`src/rtl/session_pkg.sv`:
```
// Shared types, default parameters and width helpers for the session sequencer.
//   state_t        : FSM state encoding
//   *_DEF          : parameter defaults used by the top and the interface
//   SESS_W/FAIL_W/TMR_W : counter/timer widths derived from the defaults
package session_pkg;

    localparam int unsigned CODE_W_DEF      = 4;
    localparam int unsigned SESSIONS_DEF    = 4;
    localparam int unsigned MAX_FAILS_DEF   = 3;
    localparam int unsigned TIMEOUT_CYC_DEF = 1000;

    // Width needed to count 0..n-1, never less than one bit.
    function automatic int unsigned clog2_min1(input int unsigned n);
        if (n <= 1) begin
            return 1;
        end
        return $clog2(n);
    endfunction

    localparam int unsigned SESS_W = $clog2(SESSIONS_DEF + 1);
    localparam int unsigned FAIL_W = $clog2(MAX_FAILS_DEF + 1);
    localparam int unsigned TMR_W  = clog2_min1(TIMEOUT_CYC_DEF);

    typedef enum logic [2:0] {
        ST_IDLE    = 3'd0,
        ST_LOAD    = 3'd1,
        ST_WAIT    = 3'd2,
        ST_CHECK   = 3'd3,
        ST_DONE    = 3'd4,
        ST_LOCKOUT = 3'd5
    } state_t;

endpackage

```
`src/rtl/session_if.sv`:
```
// Handshake/status bundle between a user-side driver and the session sequencer.
//   master : drives go, target, code_in, code_valid; observes status/pulses
//   slave  : the sequencer side (inverse directions)
interface session_if
    import session_pkg::*;
#(
    parameter int unsigned CODE_W = CODE_W_DEF,
    parameter int unsigned IDX_W  = SESS_W
);
    logic              go;
    logic [CODE_W-1:0] target;
    logic [CODE_W-1:0] code_in;
    logic              code_valid;
    logic              session_active;
    logic [IDX_W-1:0]  session_idx;
    logic              pass_pulse;
    logic              fail_pulse;
    logic              timeout_err;
    logic              done;
    logic              locked;

    modport master (
        output go, target, code_in, code_valid,
        input  session_active, session_idx, pass_pulse, fail_pulse,
               timeout_err, done, locked
    );

    modport slave (
        input  go, target, code_in, code_valid,
        output session_active, session_idx, pass_pulse, fail_pulse,
               timeout_err, done, locked
    );
endinterface

```
`src/rtl/session_counter.sv`:
```
// Saturating up-counter with synchronous clear and an at-max flag.
//   clk, rst   : clock, async active-high reset
//   i_clr      : synchronous clear (wins over increment)
//   i_inc      : increment request, ignored once the count reaches MAX
//   o_count    : current count
//   o_at_max   : count equals MAX
module session_counter #(
    parameter int unsigned W   = 3,
    parameter int unsigned MAX = 4
) (
    input  logic         clk,
    input  logic         rst,
    input  logic         i_clr,
    input  logic         i_inc,
    output logic [W-1:0] o_count,
    output logic         o_at_max
);

    logic [W-1:0] r_count;
    logic         w_at_max;

    assign w_at_max = (r_count == W'(MAX));

    always_ff @(posedge clk or posedge rst) begin
        if (rst) begin
            r_count <= '0;
        end else if (i_clr) begin
            r_count <= '0;
        end else if (i_inc && !w_at_max) begin
            r_count <= r_count + W'(1);
        end
    end

    assign o_count  = r_count;
    assign o_at_max = w_at_max;

endmodule

```
`src/rtl/session_sequencer.sv`:
```
// Multi-session code-entry sequencer: each session latches a target, waits
// for a user code (with timeout), and scores it. SESSIONS passes complete the
// run; MAX_FAILS cumulative failures lock the block until reset.
//   clk   : system clock, rising edge
//   start : async active-high reset
//   bus   : session_if slave (go/target/code in; status and pulses out)
module session_sequencer
    import session_pkg::*;
#(
    parameter int unsigned CODE_W      = CODE_W_DEF,
    parameter int unsigned SESSIONS    = SESSIONS_DEF,
    parameter int unsigned MAX_FAILS   = MAX_FAILS_DEF,
    parameter int unsigned TIMEOUT_CYC = TIMEOUT_CYC_DEF
) (
    input  logic     clk,
    input  logic     start,
    session_if.slave bus
);

    localparam int unsigned L_SESS_W = $clog2(SESSIONS + 1);
    localparam int unsigned L_FAIL_W = $clog2(MAX_FAILS + 1);
    localparam int unsigned L_TMR_W  = clog2_min1(TIMEOUT_CYC);

    state_t              r_state;
    logic [L_TMR_W-1:0]  r_timer;
    logic [CODE_W-1:0]   r_target;
    logic [CODE_W-1:0]   r_code;
    logic                r_tmo_pulse;

    logic [L_SESS_W-1:0] w_pass_cnt;
    logic [L_FAIL_W-1:0] w_fail_cnt;
    logic                w_pass_at_max;
    logic                w_fail_at_max;
    logic                w_match;
    logic                w_tmr_expired;
    logic                w_timeout;
    logic                w_pass_last;
    logic                w_fail_last;
    logic                w_clr;
    logic                w_pass_inc;
    logic                w_fail_inc;

    assign w_match       = (r_code == r_target);
    assign w_tmr_expired = (r_timer == L_TMR_W'(TIMEOUT_CYC - 1));
    // A code strobe in the expiry cycle takes priority over the timeout.
    assign w_timeout     = (r_state == ST_WAIT) && !bus.code_valid && w_tmr_expired;
    // The counters update on the same edge the FSM leaves CHECK/WAIT, so the
    // exit decision looks one step ahead of the registered count.
    assign w_pass_last   = (w_pass_cnt == L_SESS_W'(SESSIONS - 1));
    assign w_fail_last   = (w_fail_cnt == L_FAIL_W'(MAX_FAILS - 1));
    assign w_clr         = bus.go && ((r_state == ST_IDLE) || (r_state == ST_DONE));
    assign w_pass_inc    = (r_state == ST_CHECK) && w_match && !w_pass_at_max;
    assign w_fail_inc    = (((r_state == ST_CHECK) && !w_match) || w_timeout) && !w_fail_at_max;

    session_counter #(
        .W   (L_SESS_W),
        .MAX (SESSIONS)
    ) u_pass_cnt (
        .clk      (clk),
        .rst      (start),
        .i_clr    (w_clr),
        .i_inc    (w_pass_inc),
        .o_count  (w_pass_cnt),
        .o_at_max (w_pass_at_max)
    );

    session_counter #(
        .W   (L_FAIL_W),
        .MAX (MAX_FAILS)
    ) u_fail_cnt (
        .clk      (clk),
        .rst      (start),
        .i_clr    (w_clr),
        .i_inc    (w_fail_inc),
        .o_count  (w_fail_cnt),
        .o_at_max (w_fail_at_max)
    );

    // Session FSM, wait timer and code/target capture.
    always_ff @(posedge clk or posedge start) begin
        if (start) begin
            r_state     <= ST_IDLE;
            r_timer     <= '0;
            r_target    <= '0;
            r_code      <= '0;
            r_tmo_pulse <= 1'b0;
        end else begin
            r_tmo_pulse <= 1'b0;
            case (r_state)
                ST_IDLE: begin
                    if (bus.go) begin
                        r_state <= ST_LOAD;
                    end
                end
                ST_LOAD: begin
                    r_target <= bus.target;
                    r_timer  <= '0;
                    r_state  <= ST_WAIT;
                end
                ST_WAIT: begin
                    r_timer <= r_timer + L_TMR_W'(1);
                    if (bus.code_valid) begin
                        r_code  <= bus.code_in;
                        r_state <= ST_CHECK;
                    end else if (w_tmr_expired) begin
                        r_tmo_pulse <= 1'b1;
                        r_state     <= w_fail_last ? ST_LOCKOUT : ST_LOAD;
                    end
                end
                ST_CHECK: begin
                    if (w_match) begin
                        r_state <= w_pass_last ? ST_DONE : ST_LOAD;
                    end else begin
                        r_state <= w_fail_last ? ST_LOCKOUT : ST_LOAD;
                    end
                end
                ST_DONE: begin
                    if (bus.go) begin
                        r_state <= ST_LOAD;
                    end
                end
                ST_LOCKOUT: begin
                    r_state <= ST_LOCKOUT;
                end
                default: begin
                    r_state <= ST_IDLE;
                end
            endcase
        end
    end

    // Outputs decode only registered state, so reset clears them at once.
    assign bus.session_active = (r_state == ST_LOAD) || (r_state == ST_WAIT) ||
                                (r_state == ST_CHECK);
    assign bus.session_idx    = w_pass_cnt;
    assign bus.pass_pulse     = (r_state == ST_CHECK) && w_match;
    assign bus.fail_pulse     = ((r_state == ST_CHECK) && !w_match) || r_tmo_pulse;
    assign bus.timeout_err    = r_tmo_pulse;
    assign bus.done           = (r_state == ST_DONE);
    assign bus.locked         = (r_state == ST_LOCKOUT);

endmodule

```
`src/flat_wrapper.sv`:
```
// flat-port wrapper written by rule: the top's interface ports become plain ports
module session_sequencer_flat import session_pkg::*;
#(
    parameter int unsigned CODE_W      = CODE_W_DEF,
    parameter int unsigned SESSIONS    = SESSIONS_DEF,
    parameter int unsigned MAX_FAILS   = MAX_FAILS_DEF,
    parameter int unsigned TIMEOUT_CYC = TIMEOUT_CYC_DEF
)
  (clk, start, bus_go, bus_target, bus_code_in, bus_code_valid, bus_session_active, bus_session_idx, bus_pass_pulse, bus_fail_pulse, bus_timeout_err, bus_done, bus_locked);
  session_if #(.CODE_W(CODE_W), .IDX_W(3)) bus_i ();
  input  logic clk;
  input  logic start;
  input wire logic [$bits(bus_i.go)-1:0] bus_go;
  input wire logic [$bits(bus_i.target)-1:0] bus_target;
  input wire logic [$bits(bus_i.code_in)-1:0] bus_code_in;
  input wire logic [$bits(bus_i.code_valid)-1:0] bus_code_valid;
  output wire logic [$bits(bus_i.session_active)-1:0] bus_session_active;
  output wire logic [$bits(bus_i.session_idx)-1:0] bus_session_idx;
  output wire logic [$bits(bus_i.pass_pulse)-1:0] bus_pass_pulse;
  output wire logic [$bits(bus_i.fail_pulse)-1:0] bus_fail_pulse;
  output wire logic [$bits(bus_i.timeout_err)-1:0] bus_timeout_err;
  output wire logic [$bits(bus_i.done)-1:0] bus_done;
  output wire logic [$bits(bus_i.locked)-1:0] bus_locked;
  assign bus_i.go = bus_go;
  assign bus_i.target = bus_target;
  assign bus_i.code_in = bus_code_in;
  assign bus_i.code_valid = bus_code_valid;
  assign bus_session_active = bus_i.session_active;
  assign bus_session_idx = bus_i.session_idx;
  assign bus_pass_pulse = bus_i.pass_pulse;
  assign bus_fail_pulse = bus_i.fail_pulse;
  assign bus_timeout_err = bus_i.timeout_err;
  assign bus_done = bus_i.done;
  assign bus_locked = bus_i.locked;
  session_sequencer #(.CODE_W(CODE_W), .SESSIONS(SESSIONS), .MAX_FAILS(MAX_FAILS), .TIMEOUT_CYC(TIMEOUT_CYC)) u_core (.clk(clk), .start(start), .bus(bus_i));
endmodule
```
`config.mk`:
```
export PLATFORM = sky130hd
export DESIGN_NAME = session_sequencer_flat
export DESIGN_NICKNAME = d
export VERILOG_FILES = /design/src/rtl/session_pkg.sv /design/src/rtl/session_if.sv /design/src/rtl/session_counter.sv /design/src/rtl/session_sequencer.sv /design/src/flat_wrapper.sv
export SDC_FILE = /design/constraint.sdc
export NUM_CORES = 1
export LEC_CHECK = 0
export CORE_MARGIN = 2
export CORE_UTILIZATION = 25
export CTS_CLUSTER_DIAMETER = 200
export DETAILED_ROUTE_END_ITERATION = 6
export HOLD_SLACK_MARGIN = 0.1
export SLEW_MARGIN = 20
export SYNTH_ARGS = -nofsm -noshare
export SYNTH_HDL_FRONTEND = slang
export SYNTH_SLANG_ARGS = --single-unit
```
`constraint.sdc`:
```
create_clock -name clk -period 2.4 [get_ports clk]
set_input_delay 0.72 -clock clk [delete_from_list [all_inputs] [get_ports clk]]
set_output_delay 0.72 -clock clk [all_outputs]
set_load 0.005 [all_outputs]
```
==> run summary, run 1 <==
TritonCTS buffer count -> 3
count of maximum capacitance violations -> 0
data required time of the critical path -> 1.68 ns
Pre-Repair DR Iteration Count -> 4
sequential power share -> 0.355
number of synthesized register bits -> 27
worst-case clock skew -> 0.00233 ns
synthesized instance count -> 156
Combinational Power Share -> 0.509
maximum clock frequency -> 411 MHz
height of the die -> 83.1 um
Leakage -> 0.850 nW
internal power consumption -> 1.19 mW
quantity of I/O buffers inserted on ports -> 20
net load switching power -> 757 uW
depth of the CTS H-tree -> 1
most frequent cells in the layout -> dfrtp_1, nand2_1, clkdlybuf4s50_1, buf_4, o21ai_0
run status -> finished with violations
Worst EP arrival -> 1.71 ns
time the final worst path needs with I/O delays and setup -> 2.43 ns
count of distinct cell types in the synthesized netlist -> 46
crit end category -> primary output
share of async-settable or async-resettable flops after synthesis -> 1.00
first-pass GRT wire length -> 5890 um
Tot GR Track Use -> 0.102
post-detailed-route wirelength per cell -> 12.9 um
power density normalized to cell area -> 981 nW/um2
count of nets after finishing -> 206
number of nets still failing antenna checks after routing -> 0
Fin. Hold Viols -> 0
part of the total power dissipated in the clock network -> 0.136
CTS sink count -> 27
final-report setup violation count -> 1
initial antenna violation count -> 0
leading cell type in the layout, fill and taps excluded -> dfrtp_1
Tightest Pin Transition -> 0.410 ns
number of rows created at floorplan -> 28
source-to-sink clock delay at the later pin of the worst-skew pair -> 0.27 ns
grt total ovfl -> 0
Post-Place Worst Slack -> -0.0894 ns
violated checks -> negative setup slack
TritonCTS clock tree -> done
Routed WL -> 3370 um
prevailing post-synth register cell -> dfrtp_1
DPL Wire Length -> 2530 um
DR iter-0 viols -> 53
crit path setup slack, layout -> -0.0349 ns
total DRC errors in the routed layout -> 0
RD Place Congestion -> 0.741
maximum number of pins on one net before global-route repair -> 28
core region area -> 5990 um2
Reg clk slew, reported paths -> 0.10 ns
area of the die -> 6910 um2
overall die width -> 83.1 um
startpoint kind of the worst setup timing path -> register
clk root buf -> clkbuf_8
number of buffers on the longest clock path -> 2
max-slew violation count -> 0
I/O pin count -> 21
layout cell share with drive strength beyond 1 -> 0.193
unrepaired setup endpoints after global routing -> true
Starting Density -> 0.261
worst min-delay path category -> register to register
utilization after layout -> 0.332
number of inserted filler cells in the final layout -> 611
syn_nets -> 174
Setup CP Type -> register to primary output
mean post-synth cell area -> 10.0 um2
n_diodes -> 0
cell area after synthesis -> 1570 um2
maximum fanout encountered on the critical timing path -> 3
post-synthesis sequential area ratio -> 0.432
synth warn -> 0
total number of vias -> 1232
vias in the first global route -> 1238
period utilisation layout -> 1.01
number of vias per cell -> 4.70
normalized max-slew margin -> 0.725
EDFF count, synth -> 0
Layout area overhead -> 27.1%
Sw Share -> 0.388
Peak VDD IR -> 0.317 mV
## metal layers
metal  track usage  wire (um)  vias to the layer above  part of all wire
li1              -          -                      624                 -
met1         0.138       1640                      593              0.49
met2         0.167       1620                       13              0.48
met3        0.0199         96                        2             0.028
met4        0.0268         16                        0            0.0047
met5             0          0                        -                 0
## power groups by stage
stage	clock (mW)	combinational, mW	sequential (mW)
floorplan	0	0.636	0.674
global placement	0	0.887	0.681
detailed placement	0	0.907	0.692
CTS	0.276	0.958	0.687
global route	0.300	1.11	0.710
finish	0.266	0.993	0.692
## critical path, cell delays in order (launching register included)
cell and delay [ns]:
dfrtp_1 0.42, xor2_2 0.20, o41a_1 0.46, or2_4 0.25, buf_6 0.11
## state kept, by name, summed over array words and instances (netlist names)
name                       cells
u_core.u_fail_cnt.o_count      2
u_core.bus.timeout_err         1
u_core.r_state                 3
u_core.u_pass_cnt.o_count      3
u_core.r_timer                10
u_core.r_target                4
u_core.r_code                  4
## kinds of logic after synthesis
kind of cell	count (synthesis)	synth area share
compound gates	31	0.133
flops	27	0.432
xor+xnor	5	0.0280
fa+ha+maj	6	0.0480
buf+inv	12	0.0400
simple gates	66	0.258
mux	9	0.0615
## cell usage after synthesis, types with 2 or more instances
| library cell | count | area [um2] |
|---|---|---|
| inv_1 | 6 | 22.5 |
| or3_1 | 2 | 12.5 |
| o31ai_1 | 4 | 30.0 |
| buf_2 | 2 | 10.0 |
| mux2i_1 | 4 | 40.0 |
| nor2_1 | 6 | 22.5 |
| and3b_1 | 2 | 17.5 |
| dfrtp_1 | 27 | 676 |
| a221oi_1 | 2 | 17.5 |
| nor3b_2 | 2 | 25.0 |
| nand2_1 | 25 | 93.8 |
| ha_1 | 6 | 75.1 |
| and2_1 | 3 | 18.8 |
| and4_1 | 2 | 17.5 |
| o21ai_0 | 10 | 50.1 |
| clkbuf_1 | 2 | 7.51 |
| a21oi_1 | 4 | 20.0 |
| nand2b_1 | 2 | 12.5 |
| xor2_1 | 4 | 35.0 |
| nand3_1 | 2 | 10.0 |
| nand4_1 | 6 | 37.5 |
| and3_1 | 2 | 12.5 |
| buf_6 | 2 | 22.5 |
| mux2_2 | 5 | 56.3 |
| nand3b_1 | 2 | 15.0 |
| a31oi_1 | 2 | 12.5 |
## stage by stage
stage                     hold slack (ns)  power, mW  instance area (um2)  TNS, ns  instances
after global placement              0.482       1.57                 1890   -0.115        254
final                               0.510       1.95                 1990  -0.0349        262
after detailed placement            0.491       1.60                 1890   -0.140        254
after CTS                           0.512       1.92                 1960  -0.0565        260
after floorplan                     0.466       1.31                 1570        0        156
after global routing                0.548       2.12                 1990   -0.126        262
## worst paths after layout
check	from	to	slack [ns]	cells after the start
max in group asynchronous	start	u_core.r_timer[9]	1.34	3
min	u_core.r_target[2]	u_core.r_target[2]	0.51	2
min in group asynchronous	start	u_core.r_code[2]	0.80	3
min reg2reg	u_core.r_target[2]	u_core.r_target[2]	0.51	2
max reg2reg	u_core.r_code[3]	u_core.u_pass_cnt.o_count[2]	0.58	5
max	u_core.r_code[3]	bus_fail_pulse	-0.03	4
## cell type report
type	count	area, um2	share of cell area
multi-input combinational	117	855	0.430
timing repair buffer	33	294	0.148
clock inverter	1	7.51	0.00377
clock buffer	3	41.3	0.0208
tap	75	93.8	0.0472
sequential	27	676	0.340
inverter	6	22.5	0.0113
## repair_timing
item,in CTS,in global routing
pin swaps,4,3
hold buffers,0,0
setup buffers,2,2
gates resized for setup,11,4
endpoints found under the setup margin,2,3
gates cloned,0,0
Note: power is estimated with default switching activity, not from simulation.
==> inputs of run 2 (changes only) <==
--- a/config.mk
+++ b/config.mk
@@ -5,11 +5,14 @@
 export SDC_FILE = /design/constraint.sdc
 export NUM_CORES = 1
 export LEC_CHECK = 0
+export CELL_PAD_IN_SITES_DETAIL_PLACEMENT = 1
+export CELL_PAD_IN_SITES_GLOBAL_PLACEMENT = 2
 export CORE_MARGIN = 2
 export CORE_UTILIZATION = 25
 export CTS_CLUSTER_DIAMETER = 200
 export DETAILED_ROUTE_END_ITERATION = 6
 export HOLD_SLACK_MARGIN = 0.1
+export PLACE_DENSITY_LB_ADDON = 0.1
 export SLEW_MARGIN = 20
 export SYNTH_ARGS = -nofsm -noshare
 export SYNTH_HDL_FRONTEND = slang
==> run 2 against run 1 <==
Effect of this change: critical path depth is the same; sequential power barely moved; wire length grew 22%; critical path type unchanged; via count rose by 3.5%; global-route usage up 2.3 points; cell area is the same; non-clock buffer count rose by 1; the run still ends with negative setup slack left; die area did not move; sequential share of layout area did not move; hold slack better by 0.011 ns.
==> run summary, run 2 (same netlist as run 1, synthesis figures left out) <==
first-pass GRT wire length -> 7110 um (+21%)
CTS Hold Bufs -> 0 (unchanged)
Post-Place Worst Slack -> -0.0869 ns (+0.00259 ns)
TritonCTS buffer count -> 3 (unchanged)
count of cells along the worst hold path -> 1 (-1)
most frequent cells in the layout -> dfrtp_1, nand2_1, clkdlybuf4s50_1, buf_4, o21ai_0
Combinational Power Share -> 0.516 (+0.007)
cell area after layout -> 1990 um2 (unchanged)
core region area -> 5990 um2 (unchanged)
count of maximum capacitance violations -> 0 (unchanged)
non-filler cells in the finished layout -> 263 (+0.38%)
TritonCTS clock tree -> done
DPL Wire Length -> 3150 um (+24%)
Pre-Repair DR Iteration Count -> 3 (-1)
n_diodes -> 0 (unchanged)
Reg clk slew, reported paths -> 0.10 ns (about the same)
number of vias per cell -> 4.85 (+3.1%)
count of nets after finishing -> 207 (+0.49%)
grt total ovfl -> 0 (unchanged)
number of nets still failing antenna checks after routing -> 0 (unchanged)
area of the die -> 6910 um2 (unchanged)
worst-case clock skew -> 0.00540 ns (+0.00307 ns)
depth of the CTS H-tree -> 1 (unchanged)
Layout area overhead -> 27.1% (unchanged)
sequential power share -> 0.347 (-0.008)
net load switching power -> 780 uW (+3.1%)
worst min-delay path category -> register to register
data required time of the critical path -> 1.68 ns (about the same)
startpoint kind of the worst setup timing path -> register
part of the total power dissipated in the clock network -> 0.137 (about the same)
initial antenna violation count -> 0 (unchanged)
flip-flop count of the largest register, all copies and words added -> 10 (unchanged)
Setup CP Type -> register to primary output
Worst EP arrival -> 1.71 ns (about the same)
Sw Share -> 0.392 (+0.00462)
internal power consumption -> 1.21 mW (+1.1%)
top routing layer in use -> met4
Peak VDD IR -> 0.333 mV (+5.1%)
Tot GR Track Use -> 0.125 (+0.0226)
overall die width -> 83.1 um (unchanged)
run status -> finished with violations
height of the die -> 83.1 um (unchanged)
Routed met3 length -> 66 um (-31%)
Tightest Pin Transition -> 0.396 ns (-0.0139 ns)
normalized max-slew margin -> 0.735 (+0.00929)
RD Place Congestion -> 0.714 (-3.5%)
crit end category -> primary output
final-report setup violation count -> 1 (unchanged)
number of buffers on the longest clock path -> 2 (unchanged)
overall power consumption -> 1.99 mW (+1.9%)
total number of vias -> 1275 (+3.5%)
dpl cells -> 255 (+0.39%)
clk root buf -> clkbuf_8
quantity of I/O buffers inserted on ports -> 20 (unchanged)
vias in the first global route -> 1419 (+15%)
post-detailed-route wirelength per cell -> 15.6 um (+21%)
CTS sink count -> 27 (unchanged)
maximum number of pins on one net before global-route repair -> 28 (unchanged)
layout cell share with drive strength beyond 1 -> 0.186 (-0.00634)
met2 wire length -> 2230 um (+38%)
time the final worst path needs with I/O delays and setup -> 2.43 ns (-0.00833 ns)
crit path setup slack, layout -> -0.0266 ns (+0.00833 ns)
total DRC errors in the routed layout -> 0 (unchanged)
biggest regs -> u_core.r_timer x10, u_core.r_code x4, u_core.r_target x4
DR iter-0 viols -> 31 (-42%)
placed cell area -> 1890 um2 (+0.40%)
unrepaired setup endpoints after global routing -> true
register bank with the most flops -> u_core.r_timer
I/O pin count -> 21 (unchanged)
Fin. Hold Viols -> 0 (unchanged)
power density normalized to cell area -> 1000 nW/um2 (+1.9%)
leading cell type in the layout, fill and taps excluded -> dfrtp_1
violated checks -> negative setup slack
source-to-sink clock delay at the later pin of the worst-skew pair -> 0.27 ns (about the same)
maximum fanout encountered on the critical timing path -> 3 (unchanged)
number of rows created at floorplan -> 28 (unchanged)
period utilisation layout -> 1.01 (-0.00347)
Starting Density -> 0.261 (unchanged)
Routed WL -> 4110 um (+22%)
max-slew violation count -> 0 (unchanged)
path depth of the worst reg2reg path -> 5 (unchanged)
routed metal-1 wire length -> 1790 um (+9.4%)
maximum clock frequency -> 412 MHz (+0.34%)
Leakage -> 0.856 nW (+0.65%)
[run 2: critical path, stage by stage (launching register included)]
cell and delay [ns]:
dfrtp_1 0.40, xor2_1 0.19, o41a_1 0.47, or2_4 0.27, buf_6 0.11
[run 2: power groups by stage]
stage          logic (mW)  clock network (mW)  registers [mW]
2_1_floorplan       0.636                   0           0.674
3_3_place_gp        0.923                   0           0.685
3_5_place_dp        0.956                   0           0.700
4_1_cts              1.01               0.293           0.694
5_1_grt              1.15               0.304           0.711
6_report             1.03               0.272           0.690
[run 2: final cells by class]
type | count | area [um2]
well taps | 75 | 93.8
fillers | 694 | 4000
inverters | 6 | 22.5
repair buffers | 34 | 305
clock buffers | 4 | 45.0
multi-input cells | 117 | 847
flip-flops and latches | 27 | 676
[run 2: final timing paths]
check	endpoint	slack, ns	from
worst max-delay path	bus_fail_pulse	-0.03	u_core.r_target[3]
worst min-delay path	u_core.u_fail_cnt.o_count[0]	0.52	u_core.u_fail_cnt.o_count[0]
min in group asynchronous	u_core.r_timer[0]	0.81	start
max in group asynchronous	u_core.r_code[1]	1.31	start
worst min register to register	u_core.u_fail_cnt.o_count[0]	0.52	u_core.u_fail_cnt.o_count[0]
worst max register to register	u_core.r_timer[7]	0.56	u_core.r_state[2]
[run 2: what timing repair did]
item                       CTS  global route
setup endpoints to repair    3             4
pin swaps                    4             1
resized for setup           13             2
hold endpoints to repair     0             0
buffers inserted             2             2
cloned                       0             0
[run 2: layer usage]
metal  track usage  up-vias
li1              -      626
met1         0.153      636
met2         0.231       11
met3        0.0149        2
met4        0.0313        0
met5             0        -
[run 2: metrics by stage]
stage                     hold WS [ns]  utilization  TNS, ns
after floorplan                  0.466            -        0
final                            0.520        0.332  -0.0266
after global routing             0.544        0.332   -0.129
after global placement           0.487        0.316   -0.156
after CTS                        0.524        0.328  -0.0744
after detailed placement         0.492        0.316   -0.160
==> inputs of run 3 (changes only) <==
--- a/config.mk
+++ b/config.mk
@@ -8,8 +8,9 @@
 export CELL_PAD_IN_SITES_DETAIL_PLACEMENT = 1
 export CELL_PAD_IN_SITES_GLOBAL_PLACEMENT = 2
 export CORE_MARGIN = 2
-export CORE_UTILIZATION = 25
+export CORE_UTILIZATION = 34
 export CTS_CLUSTER_DIAMETER = 200
+export CTS_CLUSTER_SIZE = 30
 export DETAILED_ROUTE_END_ITERATION = 6
 export HOLD_SLACK_MARGIN = 0.1
 export PLACE_DENSITY_LB_ADDON = 0.1
==> run 3 against run 2 <==
Effect of this change: the flow still finishes with violations (negative setup slack); sequential share of layout area grew 0.59 points; global-route usage rose by 4.4 points; count of clock-buffer cells in the layout shrank 1; maximum frequency rose by 0.84%.
==> run summary, run 3 (same netlist as run 1, synthesis figures left out) <==
source-to-sink clock delay at the later pin of the worst-skew pair -> 0.28 ns (about the same)
violated checks -> negative setup slack
Pre-Repair DR Iteration Count -> 4 (+1)
ordered cell list for the critical path -> xor2_1, o41a_1, or2_4, buf_6
slowest cell on the critical path -> o41a_1
total buffers and inverters traversed by the critical path -> 1 (unchanged)
biggest regs -> u_core.r_timer x10, u_core.r_code x4, u_core.r_target x4
worst-case clock skew -> 0.00215 ns (-0.00325 ns)
run status -> finished with violations
depth of the CTS H-tree -> 1 (unchanged)
Leakage -> 0.853 nW (-0.25%)
most frequent cells in the layout -> dfrtp_1, nand2_1, clkdlybuf4s50_1, buf_4, o21ai_0
first-pass GRT wire length -> 6760 um (-4.9%)
leading cell type in the layout, fill and taps excluded -> dfrtp_1
Layout area overhead -> 24.9%
initial antenna violation count -> 0 (unchanged)
grt total ovfl -> 0 (unchanged)
Tightest Pin Transition -> 0.419 ns (+0.0222 ns)
flip-flop count of the largest register, all copies and words added -> 10 (unchanged)
core region area -> 4380 um2 (-27%)
global routing usage on met2 -> 0.316 (+0.0849)
overall power consumption -> 2.00 mW (+0.32%)
path depth of the worst reg2reg path -> 5 (unchanged)
worst min-delay path category -> register to register
met1 Use GR -> 0.205 (+0.0519)
hold path startpoint -> u_core.r_target[1]
DR iter-0 viols -> 34 (+9.7%)
Reg clk slew, reported paths -> 0.10 ns (about the same)
layout cell share with drive strength beyond 1 -> 0.191 (+0.00532)
CTS sink count -> 27 (unchanged)
height of the die -> 71.9 um (-14%)
unrepaired setup endpoints after global routing -> true
register bank with the most flops -> u_core.r_timer
startpoint kind of the worst setup timing path -> register
area of the die -> 5160 um2 (-25%)
normalized max-slew margin -> 0.720 (-0.0149)
count of nets after finishing -> 207 (unchanged)
number of vias per cell -> 5.52 (+14%)
Starting Density -> 0.357 (+0.0957)
met3 Track Usage GR -> 0.0225 (+0.00759)
Crit Reg-Reg Startpoint -> u_core.r_timer[0]
minimum setup slack among reg-to-reg paths -> 0.55 ns (about the same)
I/O pin count -> 21 (unchanged)
maximum clock frequency -> 416 MHz (+0.84%)
dpl cells -> 232 (-9.0%)
TritonCTS buffer count -> 3 (unchanged)
Crit path largest cell delay -> 0.46 ns (about the same)
CP delay by family, top -> compound AO/OA/AOI/OAI gates
post-detailed-route wirelength per cell -> 16.7 um (+6.9%)
total DRC errors in the routed layout -> 0 (unchanged)
quantity of I/O buffers inserted on ports -> 20 (unchanged)
vias in the first global route -> 1399 (-1.4%)
sequential standard cell area -> 676 um2 (unchanged)
number of nets still failing antenna checks after routing -> 0 (unchanged)
TritonCTS clock tree -> done
Worst EP arrival -> 1.69 ns (-0.02 ns)
n_diodes -> 0 (unchanged)
time the final worst path needs with I/O delays and setup -> 2.41 ns (-0.0202 ns)
power density normalized to cell area -> 1020 nW/um2 (+2.1%)
non-filler cells in the finished layout -> 240 (-8.7%)
combined area of the multi-input logic cells -> 842 um2 (-0.59%)
Endpoint, Worst Hold -> u_core.r_target[1]
number of buffers on the longest clock path -> 2 (unchanged)
count of maximum capacitance violations -> 0 (unchanged)
Setup CP Type -> register to primary output
overall die width -> 71.9 um (-14%)
busiest layer in global routing -> met2
max-slew violation count -> 0 (unchanged)
number of inserted filler cells in the final layout -> 509 (-27%)
final-report setup violation count -> 1 (unchanged)
Fin. Hold Viols -> 0 (unchanged)
Peak VDD IR -> 0.372 mV (+12%)
number of rows created at floorplan -> 24 (-14%)
crit path setup slack, layout -> -0.00636 ns (+0.0202 ns)
data required time of the critical path -> 1.68 ns (about the same)
total number of vias -> 1324 (+3.8%)
CTS Hold Bufs -> 0 (unchanged)
DPL Wire Length -> 3020 um (-4.0%)
maximum number of pins on one net before global-route repair -> 28 (unchanged)
endpoint of the worst-slack reg-to-reg timing path -> u_core.r_state[0]
count of cells along the worst hold path -> 2 (+1)
Tot GR Track Use -> 0.169 (+0.0440)
maximum fanout encountered on the critical timing path -> 3 (unchanged)
clk root buf -> clkbuf_8
RD Place Congestion -> 0.800 (+12%)
crit end category -> primary output
Routed WL -> 4010 um (-2.4%)
period utilisation layout -> 1.00 (-0.00842)
run 3: through the flow:
| step | instance area (um2) | utilization | setup slack (ns) | TNS [ns] | hold WS (ns) |
|---|---|---|---|---|---|
| floorplan | 1570 | - | 0.437 | 0 | 0.466 |
| global placement | 1870 | 0.426 | -0.0392 | -0.0745 | 0.483 |
| detailed placement | 1870 | 0.426 | -0.0533 | -0.0994 | 0.491 |
| CTS | 1940 | 0.442 | -0.0263 | -0.0263 | 0.516 |
| global route | 1960 | 0.446 | -0.0671 | -0.179 | 0.559 |
| finish | 1960 | 0.446 | -0.00636 | -0.00636 | 0.517 |
run 3: worst max-delay path by stage:
stage                                  start             end  slack [ns]  cells after the start
final                     u_core.r_target[3]  bus_fail_pulse      -0.006                      4
after detailed placement  u_core.r_target[3]  bus_fail_pulse       -0.05                      4
after CTS                   u_core.r_code[0]  bus_fail_pulse       -0.03                      4
after global routing      u_core.r_target[3]  bus_fail_pulse       -0.07                      4
after global placement    u_core.r_target[3]  bus_fail_pulse       -0.04                      4
after floorplan           u_core.r_target[3]  bus_fail_pulse        0.44                      3
run 3: worst reg2reg max path, cell delays in order (launching register included):
cell	delay (ns)
dfrtp_1	0.44
ha_1	0.32
nand3b_1	0.12
or3_1	0.38
a221oi_1	0.33
o31a_1	0.20
run 3: where the power goes:
| part | internal [mW] | switching, mW | total (mW) |
|---|---|---|---|
| sequential | 0.583 | 0.112 | 0.695 |
| combinational | 0.494 | 0.530 | 1.02 |
| clock | 0.118 | 0.158 | 0.276 |
| total | 1.20 | 0.800 | 2.00 |
run 3: layout make-up:
type                    count  share of cell area
clock inverters             1             0.00384
inverters                   6              0.0115
multi-input cells         117               0.431
repair buffers             34               0.154
flip-flops and latches     27               0.345
clock buffers               3              0.0211
well taps                  52              0.0333
run 3: routing by layer:
| metal | vias up | share of wire |
|---|---|---|
| met4 | 0 | 0.0085 |
| met1 | 669 | 0.42 |
| met2 | 23 | 0.55 |
| met5 | - | 0 |
| li1 | 628 | - |
| met3 | 4 | 0.027 |
run 3: what timing repair did:
item,in CTS,in global routing
gates resized for setup,12,1
setup buffers,2,2
pin swaps,3,1
endpoints found under the setup margin,3,3
==> RTL edit 1, RTL diff (config.mk and constraints of run 2) <==
The 6 states of `state_t` get a Gray code encoding in 3 bits.
--- a/src/rtl/session_pkg.sv
+++ b/src/rtl/session_pkg.sv
@@ -22,12 +22,12 @@
     localparam int unsigned TMR_W  = clog2_min1(TIMEOUT_CYC_DEF);
 
     typedef enum logic [2:0] {
-        ST_IDLE    = 3'd0,
-        ST_LOAD    = 3'd1,
-        ST_WAIT    = 3'd2,
-        ST_CHECK   = 3'd3,
-        ST_DONE    = 3'd4,
-        ST_LOCKOUT = 3'd5
+        ST_IDLE    = 3'b000,
+        ST_LOAD    = 3'b001,
+        ST_WAIT    = 3'b011,
+        ST_CHECK   = 3'b010,
+        ST_DONE    = 3'b110,
+        ST_LOCKOUT = 3'b111
     } state_t;
 
 endpackage
Check against the original RTL: same outputs for any inputs over 10 cycles, from zero or initial values; not proved beyond that.
==> RTL edit 1 against run 2 <==
  * Power increased by 3.5%
  * Cell area decreased by 1.4%
  * Hold slack improved by 3.5 ps
  * Area after synthesis decreased by 0.72%
  * Sequential cell count unchanged
  * Sequential share of layout area increased by 0.50 points
  * Worst setup slack improved by 130 ps
  * Wire length decreased by 5.4%
  * Utilization decreased by 0.29 points
  * Largest cell class unchanged
  * Largest power group unchanged
==> RTL edit 1: results (changes against run 2) <==
Post-DP HPWL 2930 um (-6.8%); Layout fillers 693 (-0.14%); Synth cell types 42 (-8.7%); Hold WS 524 ps (+3.47 ps); WL met3 143 um (+120%); gpl congestion 0.762 (+6.7%); max_slew headroom 72.6% (-0.87 points); post-synthesis sequential area ratio 43.5% (+0.31 points); status complete, no violations; overall power 2.06 mW (+3.5%); nets 208 (+0.48%); routed vias 1251 (-1.9%); GRT Overall Usage 12.2% (-0.30 points); VDD IR-drop max 0.377 mV (+13%); largest cells by area after synthesis dfrtp_1, mux2_2, nand2_1; r2r endpoint u_core.u_fail_cnt.o_count[1]$_DFFE_PP0P_; Resized cells post-CTS 4 (-9); Synth Net Count 176 (+1.1%); delay-heaviest family, CP buffers and inverters; Setup WS pre-CTS 179 ps (+266 ps); initial DRC count 26 (-16%); Leakage 0.838 nW (-2.0%); leading cell types by count after synthesis dfrtp_1, nand2_1, nor2_1, o21ai_0, mux2_2; CP max stage cell clkdlybuf4s50_1; worst-case hold path end point u_core.r_timer[7]$_DFFE_PP0P_; P_int 1.27 mW (+4.7%); GR Layer Usage met3 2.19% (+0.70 points); WL met2 1880 um (-16%); share of post-route cells with drive strength above 1 19.0% (+0.43 points); final WL 3890 um (-5.4%); M1 wire length 1850 um (+3.0%); Cells after Synth 158 (+1.3%); Hold Path Origin u_core.r_timer[7]$_DFFE_PP0P_; placed inst area 1890 um^2 (-0.40%); Critical Path Fanout Max 9 (+6); Critical Path Max Stage Delay 490 ps (+20 ps); GR Util met1 16.1% (+0.85 points); wire length of the first global-routing pass 6830 um (-3.9%)
==> RTL edit 1: cell families after synthesis <==
kind of cell,after synthesis,share of synthesized area (%)
AND/OR/NAND/NOR,64,22.9
AO/OA/AOI/OAI,29,12.0
flip-flops,27,43.5
buffers and inverters,13,4.27
multiplexers,13,9.10
XOR/XNOR,6,3.38
adder cells (fa/ha/maj),6,4.83
==> RTL edit 1: worst max-delay path by stage <==
stage	slack, ps	endpoint	start	depth (start not counted)
final	100	bus_locked	u_core.r_state[2]$_DFFE_PP0P_	3
after global routing	9	bus_pass_pulse	u_core.r_target[1]$_DFFE_PP0N_	5
after detailed placement	180	bus_pass_pulse	u_core.r_state[2]$_DFFE_PP0P_	4
after floorplan	590	u_core.u_fail_cnt.o_count[1]$_DFFE_PP0P_	u_core.r_timer[0]$_DFFE_PP0P_	6
after CTS	60	bus_pass_pulse	u_core.r_code[1]$_DFFE_PP0P_	5
after global placement	190	bus_pass_pulse	u_core.r_target[1]$_DFFE_PP0N_	4
==> RTL edit 1: power by group through the flow <==
| stage | Combinational [mW] | Clock, mW | Sequential, mW |
|---|---|---|---|
| after floorplan | 0.694 | 0 | 0.714 |
| after detailed placement | 1.03 | 0 | 0.750 |
| after global routing | 1.17 | 0.314 | 0.771 |
| after global placement | 1.00 | 0 | 0.736 |
| after CTS | 1.06 | 0.295 | 0.743 |
| final | 1.04 | 0.274 | 0.744 |
==> RTL edit 1: cell type report <==
cell class	count	area [um^2]	area share (%)
timing repair buffer	32	288	14.7
clock inverter	1	7.51	0.383
multi-input combinational	118	825	42.1
inverter	8	30.0	1.53
sequential	27	676	34.5
tap	75	93.8	4.79
clock buffer	3	41.3	2.11
==> RTL edit 2, RTL diff (settings of run 2) <==
Without the edit above. The package constant `MAX_FAILS_DEF` goes from 3 to 6.
--- a/src/rtl/session_pkg.sv
+++ b/src/rtl/session_pkg.sv
@@ -6,7 +6,7 @@
 
     localparam int unsigned CODE_W_DEF      = 4;
     localparam int unsigned SESSIONS_DEF    = 4;
-    localparam int unsigned MAX_FAILS_DEF   = 3;
+    localparam int unsigned MAX_FAILS_DEF   = 6;
     localparam int unsigned TIMEOUT_CYC_DEF = 1000;
 
     // Width needed to count 0..n-1, never less than one bit.
Formal check against the unedited RTL: no difference found for any inputs over 10 cycles, from zero or initial values; that may be too few to reach the edited logic, so the function may still have changed.
==> RTL edit 2 against run 2 <==
  * Maximum frequency rose by 3.4%
  * Wire length rose by 2.5%
  * Register-to-register slack got worse by 150 ps
  * Non-clock buffer count rose by 2
  * Combinational power rose by 14%
  * Area after synthesis rose by 0.48%
  * Sequential power rose by 7.2%
  * Worst setup slack improved by 79 ps
  * Clock skew fell by 2.3 ps
  * Power rose by 15%
  * Cell area rose by 4.7%
  * Sequential cell count rose by 1
  * Largest power group unchanged
  * Highest routed layer unchanged
==> RTL edit 2: results (changes against run 2) <==
largest cells by area after synthesis dfrtp_1, mux2_2, ha_1; share of post-route cells with drive strength above 1 22.3% (+3.7 points); Critical Path Fanout Max 2 (-1); status complete, no violations; worst endpoint data arrival time 1630 ps (-80 ps); Worst Setup EP bus_pass_pulse; H-tree levels 1 (unchanged); placed cell count 254 (-0.39%); Synth cell types 43 (-6.5%); Hold Path Origin u_core.r_timer[6]$_DFFE_PP0P_; DR vias/cell 5.00 (+3.1%); final WL 4210 um (+2.5%); Top Layer Used met4; Synth Area in Compound Gates 16.1% (+2.8 points); largest net degree at the start of global routing 29 (+3.6%); CP max stage cell dfrtp_1; GR Util met2 24.6% (+1.5 points); crit share post-route 97.8% (-3.3 points); r2r endpoint u_core.u_fail_cnt.o_count[1]$_DFFE_PP0P_; placed inst area 1930 um^2 (+1.7%); Mean Syn Cell Area 10.3 um^2 (+2.4%); post-synthesis sequential area ratio 44.6% (+1.4 points); GR Util met1 14.4% (-0.90 points); r2r setup slk 410 ps (-150 ps); nets 208 (+0.48%); worst-case hold path end point u_core.r_timer[6]$_DFFE_PP0P_; Leakage 0.897 nW (+4.9%); combinational power share 51.1% (-0.5 points); Worst R2R Start u_core.r_state[0]$_DFFE_PP0P_; mux contribution to synthesized area 8.27% (+2.1 points); P_comb 1.17 mW (+14%); VDD IR-drop max 0.527 mV (+58%); register area 701 um^2 (+3.7%); WL met3 64 um (-3.0%); vias in the first global route 1482 (+4.4%); leading cell types by count after synthesis dfrtp_1, nand2_1, inv_1, nor2_1; gpl congestion 0.769 (+7.6%); Layout Skew 3.09 ps (-2.31 ps); Hold WS 504 ps (-16.2 ps); Layout fillers 677 (-2.4%); Synth Net Count 172 (-1.1%); Clock Power Share 16.4% (+2.7 points); GR Layer Usage met3 1.59% (+0.099 points); routed vias 1315 (+3.1%); M1 wire length 1780 um (-0.50%); Synth Area in XOR/XNOR 2.78% (-0.013 points); max_slew headroom 73.5% (about the same); Setup WS pre-CTS -221 ps (-134 ps); Post-DP HPWL 3280 um (+4.3%); Critical Path Max Stage Delay 420 ps (-50 ps)
==> RTL edit 2: cell count changes after synthesis, sizes merged, moves of 2 or more <==
cell    delta
nand2     -14
inv        +4
nor2       +4
xnor2      +4
xor2       -4
mux2       +3
a311oi     +2
nand2b     -2
o211a      +2
==> RTL edit 2: timing repair <==
item	CTS	global route
endpoints found under the setup margin	2	2
pin swaps	4	6
hold buffers	0	0
gates resized for setup	9	3
buffers inserted	2	3
==> RTL edit 2: area by class of cell <==
class | instances | area share, %
clock inverters | 1 | 1.44
clock buffers | 3 | 1.98
flip-flops and latches | 28 | 33.7
multi-input cells | 110 | 41.5
well taps | 75 | 4.51
repair buffers | 36 | 15.1
inverters | 10 | 1.80
==> RTL edit 2: critical path: cells and delay by family (launching register included) <==
family                    cells  cell delay (ps)
buffers and inverters         3              450
DFF                           1              420
xor gates and xnor gates      1              240
and+or+nand+nor               2              240
